File: src/rtl/csa_accum_sequencer.sv
// csa_accum_sequencer
// Sequential carry-save accumulator. It folds a stream of aligned partial
// products into redundant sum/carry form using a single row of full-adder
// cells. One carry-propagate add at the end of the job resolves the result.
//
// Handshake rules, shared by both ports: a transfer happens on a rising clock
// edge where valid && ready. The producer holds valid, and the data that goes
// with it, until the transfer. ready never depends combinationally on valid.
// in_ready and busy decode the registered state only. Every other output is
// registered.

module csa_accum_sequencer #(
   parameter int W    = 32,
   parameter int CNTW = 8
) (
   input  logic            clk,
   input  logic            rst_n,
   input  logic            in_valid,
   output logic            in_ready,
   input  logic [W-1:0]    in_data,
   input  logic            in_last,
   output logic            out_valid,
   input  logic            out_ready,
   output logic [W-1:0]    out_data,
   output logic [CNTW-1:0] out_count,
   output logic            out_sat,
   output logic            busy
);

   typedef enum logic [1:0] {
      IDLE    = 2'd0,
      ACCUM   = 2'd1,
      RESOLVE = 2'd2,
      OUT     = 2'd3
   } state_t;

   state_t          state;
   logic [W-1:0]    s_q;       // redundant partial sum
   logic [W-1:0]    c_q;       // carry vector, already at result weight (bit 0 always 0)
   logic [CNTW-1:0] cnt_q;     // operands seen this job, saturating
   logic            sat_q;     // counter hit all-ones and another beat arrived

   logic            beat;
   logic [W-1:0]    csa_sum;
   logic [W-1:0]    csa_maj;
   logic            cnt_full;

   // Operands are only taken while gathering a job.
   assign in_ready = (state == IDLE) || (state == ACCUM);
   assign busy     = (state != IDLE);
   assign beat     = in_valid && in_ready;
   assign cnt_full = &cnt_q;

   // One level of 3:2 compressors. The depth is one full adder at any W.
   assign csa_sum = s_q ^ c_q ^ in_data;
   assign csa_maj = (s_q & c_q) | (s_q & in_data) | (c_q & in_data);

   // Controller and datapath registers, all in one process so that each state
   // and its register updates can be read together.
   always_ff @(posedge clk or negedge rst_n) begin
      if (!rst_n) begin
         state     <= IDLE;
         s_q       <= '0;
         c_q       <= '0;
         cnt_q     <= '0;
         sat_q     <= 1'b0;
         out_valid <= 1'b0;
         out_data  <= '0;
         out_count <= '0;
         out_sat   <= 1'b0;
      end else begin
         case (state)
            IDLE: begin
               // The first operand loads the sum register directly. No add is needed.
               if (beat) begin
                  s_q   <= in_data;
                  c_q   <= '0;
                  cnt_q <= CNTW'(1);
                  sat_q <= 1'b0;
                  state <= in_last ? RESOLVE : ACCUM;
               end
            end
            ACCUM: begin
               if (beat) begin
                  s_q <= csa_sum;
                  // The carry out of the top bit is dropped, so the result is modulo 2^W.
                  c_q <= {csa_maj[W-2:0], 1'b0};
                  if (cnt_full) begin
                     sat_q <= 1'b1;
                  end else begin
                     cnt_q <= cnt_q + CNTW'(1);
                  end
                  state <= in_last ? RESOLVE : ACCUM;
               end
            end
            RESOLVE: begin
               // The only carry-propagate add in the block.
               out_data  <= s_q + c_q;
               out_count <= cnt_q;
               out_sat   <= sat_q;
               out_valid <= 1'b1;
               state     <= OUT;
            end
            OUT: begin
               // The result holds until it is accepted. Data fields keep their values afterwards.
               if (out_valid && out_ready) begin
                  out_valid <= 1'b0;
                  state     <= IDLE;
               end
            end
            default: state <= IDLE;
         endcase
      end
   end

endmodule

File: config.mk
export PLATFORM = sky130hd
export DESIGN_NAME = csa_accum_sequencer
export DESIGN_NICKNAME = d
export VERILOG_FILES = /design/src/rtl/csa_accum_sequencer.sv
export SDC_FILE = /design/constraint.sdc
export NUM_CORES = 1
export LEC_CHECK = 0
export ABC_AREA = 1
export CORE_MARGIN = 5
export CORE_UTILIZATION = 63
export DETAILED_ROUTE_END_ITERATION = 10
export PLACE_DENSITY = 0.87
export SYNTH_ARGS = -nofsm -noshare
export SYNTH_HDL_FRONTEND = slang
export SYNTH_SLANG_ARGS = --single-unit
File: constraint.sdc
create_clock -name clk -period 5.55 [get_ports clk]
set_input_delay 1.11 -clock clk [delete_from_list [all_inputs] [get_ports clk]]
set_output_delay 1.11 -clock clk [all_outputs]
set_load 0.005 [all_outputs]
# [Word-level counts from Yosys, hierarchy flattened]
# Cells that the tools add are included.
[totals] out_inout_bits=44 reg_bits=117 in_bits=37
[op_classes] mux=20 n_eq_ne=9 reduce_logical=14 addsub=2 bitwise=7
[ops] op="two-way mux 32 bit" count=4
[ops] op="case mux 32 bit (2 select lines)" count=2
[ops] op="bitwise AND 31 bit" count=3
[ops] op="XOR 32 bit" count=2
[ops] op="bitwise OR 31 bit" count=2
[ops] op="adder 32 bit" count=1
[ops] op="two-way mux 8 bit" count=3
[ops] op="case mux 8 bit (2 select lines)" count=1
[ops] op="!= test 2 bit (second input constant)" count=5
[ops] op="adder 8 x 1 -> 8 bit (second input constant)" count=1
[ops] op="AND reduction 4 bit" count=2
[ops] op="AND reduction 8 bit" count=1
[ops] op="two-way mux 2 bit" count=3
[ops] op="case mux 2 bit (3 select lines)" count=1
[ops] op="nonzero test 2 bit" count=3
[ops] op="== test 2 bit (second input constant)" count=2
[ops] op="two-way mux 1 bit" count=4
[ops] op="case mux 1 bit (2 select lines)" count=2
[ops] op="AND reduction 2 bit" count=2
[ops] op="AND reduction 3 bit" count=1
[ops] op="== test 2 x 1 -> 1 bit (second input constant)" count=1
[ops] op="logical AND 1 bit" count=2
[ops] op="zero test 2 bit" count=1
[ops] op="!= test 2 x 1 -> 1 bit (second input constant)" count=1
[ops] op="other kinds (2)" count=2

# [Longest topological paths before layout]
[depth] word_depth=5 depth_mapped=13

# [Worst setup path before layout]
# OpenSTA, ideal clock, no wires.
[synth_path] path_kind="in2reg" startpoint="input in_data[5]" endpoint="register s_q[5]" arrival_time_ns=1.906 setup_time_ns=0.130 path_stages=5 required_ns=5.420 path_slack_ns=3.514 path_cell_list="inv_1 > fa_1 > nor2_1 > o21ai_0 > o21ai_0"
[synth_via] elab_chain_len=3 word_cells_on_any_way=4
[synth_rtl] item="start: declaration" line_no="20" text="input logic [W-1:0] in_data,"
[synth_rtl] item="XOR 32 bit" line_no="55" text="assign csa_sum = s_q ^ c_q ^ in_data;"
[synth_rtl] item="two-way mux 32 bit" line_no="84" text="if (beat) begin"
[synth_rtl] item="case mux 32 bit (2 select lines) *" line_no="72" text="case (state)"
[synth_rtl] item="end signal: assignment" line_no="76" text="s_q <= in_data;"
[synth_rtl] item="end signal: assignment" line_no="85" text="s_q <= csa_sum;"
[synth_rtl] item="end: declaration" line_no="38" text="logic [W-1:0] s_q;"
# Mark *: on every way between the ends. The rest lies on a longest branch, timed or not. The select of a mux whose other input is x is not followed.
# A chain may end at the register's enable or synchronous reset.

# [Final worst setup path]
[layout_path] startpoint="register state[0]" endpoint="output busy"
[layout_via] elab_chain_len=1
[layout_rtl] item="start: declaration" line_no="37" text="state_t state;"
[layout_rtl] item="start signal: assignment" line_no="80" text="state <= in_last ? RESOLVE : ACCUM;"
[layout_rtl] item="start signal: assignment" line_no="93" text="state <= in_last ? RESOLVE : ACCUM;"
[layout_rtl] item="nonzero test 2 bit" line_no="50" text="assign busy = (state != IDLE);"
[layout_rtl] item="end: declaration" line_no="27" text="output logic busy"
# No other way between the ends.

==> metrics.cfg <==
[global_route]
grt_pass1_vias = 6943
overflow = 0
grt_start_max_net_pins = 77
grt_pass1_wl_um = 32100
gr-usage-all-layers = 0.274
antenna_found_initial = 0

[cts]
cts.repair.resized = 0
post_cts_buffers = 0
cts_tree = done
clkLatencyLatePin_ps = 430
path_clk_slew_ps = 50
clock_path_buffers = 2
cts_htree_levels = 4
cts-buffers-inserted = 17
cts_sinks = 116
hold_buffers = 0
clockRootBuffer = clkbuf_16

[sta]
finalMaxSlewViolations = 0
grt_setup_unrepaired = no
worst_slew_pin_slew_ps = 991
hold_slack_ps = 476
setup_viol = 0
setup_tns_ps = 0
period_minus_slack_ps = 3230
skew_ps = 6.96
fin_crit_sh = 0.583
max_slew_margin = 0.338
finalHoldViolCount = 0
max_freq_mhz = 309

[synth]
yosysWarnings = 0
synth_edf_count = 0
yosysTopAreaCellShare = 0.367
synth-async-reset-ratio = 1.00
synth_cells = 1109
synthTopCellsByCount = nand2_1, inv_1, dfrtp_1, nor2_1
ys_ff_latch = 116
avgSynthCellArea_sq_um = 7.14
syn_area_sq_um = 7920
synthTopCellsByArea = dfrtp_1, nand2_1, inv_1, fa_1, nor2_1
synth_top_area_cell = dfrtp_1
synthFlopType = dfrtp_1
synth_most_common_cell = nand2_1
ys_types = 36
ys_seq_area_frac = 0.367
syn_nets = 1209

[cells_and_area]
fin_util = 0.760
drive_gt1_frac = 0.0634
finalNonFillerCells = 1370
diodes = 0
synthToLayoutAreaGrowth_pct = 19.6
fin_nets = 1285
design_area_sq_um = 9470

[floorplan]
rows = 41
core_area_sq_um = 12500
die_area_sq_um = 14900
floorplan.die.height_um = 122
initial_core_util = 0.635
die_x_um = 122
boundaryPins = 81

[pwr]
pwr-share-comb = 0.533
leakage_uw = 0.00501
power_density_nw_per_um2 = 611
p_sw_frac = 0.449
intPower_uw = 3190
p_seq_frac = 0.265
p_clk_frac = 0.203
ir_drop_uv = 255
switchingPower_uw = 2600

[hold_path]
hold_path.class = reg -> reg
hp-start = out_data[13]$_DFFE_PN0P_

[routing]
drt_iter0_drc = 711
drc_errors = 0
via_per_inst = 5.20
wl_per_cell_um = 14.0
wl_um = 19100
ant_nets = 0
vias = 7125
dr.pass1.iters = 6

[setup_path]
timing.rr.start = state[0]$_DFFE_PN0P_
cp.required_ps = 4440
crit_fanout = 19
critPathLaunch = state[0]$_DFFE_PN0P_
crit_path_start_kind = flip-flop
criticalPathCategory = reg -> out
end_kind = primary output
cp_data_arrival_time_ps = 2120

[placement]
dp_hpwl_um = 13300
dp_cells = 1338
port_buffers = 80
place.gp.congestion = 0.974
place_area_sq_um = 8840

[flow_run]
drv_cap = 0

[outcome]
status = finished, final reports clean

## placed cells by master (no fill, tap or decap), types with 3 or more instances in the layout
master           count
a21oi_1             57
o211ai_1            14
clkinv_2             3
o21ai_0             37
nor2_4               3
xnor2_1             13
nor2_2               4
inv_1              215
inv_2               27
buf_4                5
dfrtp_1            116
clkbuf_1             3
nand4_1              5
nand3_1             57
nand3b_1             3
clkbuf_8             3
o21bai_1             3
clkdlybuf4s50_1     79
o21ai_1             39
a21oi_2              3
clkbuf_16           17
nor2_1             107
nand2_1            302
fa_1                31
ha_1                32
bufinv_16            4
## power groups by stage
stage / Sequential (uW) / Combinational (uW) / Clock (uW)
floorplan: 1440 / 2140 / 0
global placement: 1510 / 2880 / 0
detailed placement: 1530 / 3010 / 0
CTS: 1520 / 3060 / 1180
global route: 1570 / 3500 / 1220
finish: 1530 / 3080 / 1170
## through the flow
stage               worst slack (ps)  total power, uW
global route                    2270             6290
global placement                2740             4400
finish                          2320             5780
CTS                             2320             5770
floorplan                       3510             3580
detailed placement              2680             4530
## critical path, cell delays in order, from the launching register on
cell and delay [ps]:
dfrtp_1 950, inv_2 140, nand2_1 110, clkdlybuf4s50_1 500
## final cells by class
type / instances / area (sq um)
Sequential cell: 116 / 2900
Fill cell: 946 / 2990
Clock inverter: 9 / 150
Tap cell: 172 / 215
Multi-Input combinational cell: 723 / 3980
Timing Repair Buffer: 84 / 828
Inverter: 243 / 915
Clock buffer: 23 / 478
## final timing paths
check	cells after the start	slack, ps	endpoint
worst max-delay path	3	2320	busy
worst min-delay path	2	480	out_data[13]$_DFFE_PN0P_
worst max register to register	9	2660	c_q[5]$_DFFE_PN0P_
worst min register to register	2	480	out_data[13]$_DFFE_PN0P_
max in group asynchronous	2	3630	cnt_q[1]$_DFFE_PN0P_
min in group asynchronous	1	840	c_q[16]$_DFFE_PN0P_
## registers in the layout, summed over array words and instances (netlist names)
signal	cells
c_q	31
cnt_q	8
out_count	8
out_data	32
out_sat	1
out_valid	1
s_q	32
sat_q	1
state	2
## logic make-up after synthesis
| kind of cell | synth area share |
|---|---|
| adders and majority gates | 0.129 |
| xor gates and xnor gates | 0.0155 |
| buffers and inverters | 0.130 |
| and+or+nand+nor | 0.252 |
| AOI/OAI and AO/OA | 0.107 |
| DFF | 0.367 |
## metal layers
metal	global-route usage	up-vias	wire, um
met1	0.355	3301	8190
li1	-	3532	-
met4	0.122	0	561
met3	0.0543	51	1190
met5	0	-	0
met2	0.449	241	9180
(Power assumes the default switching activity.)
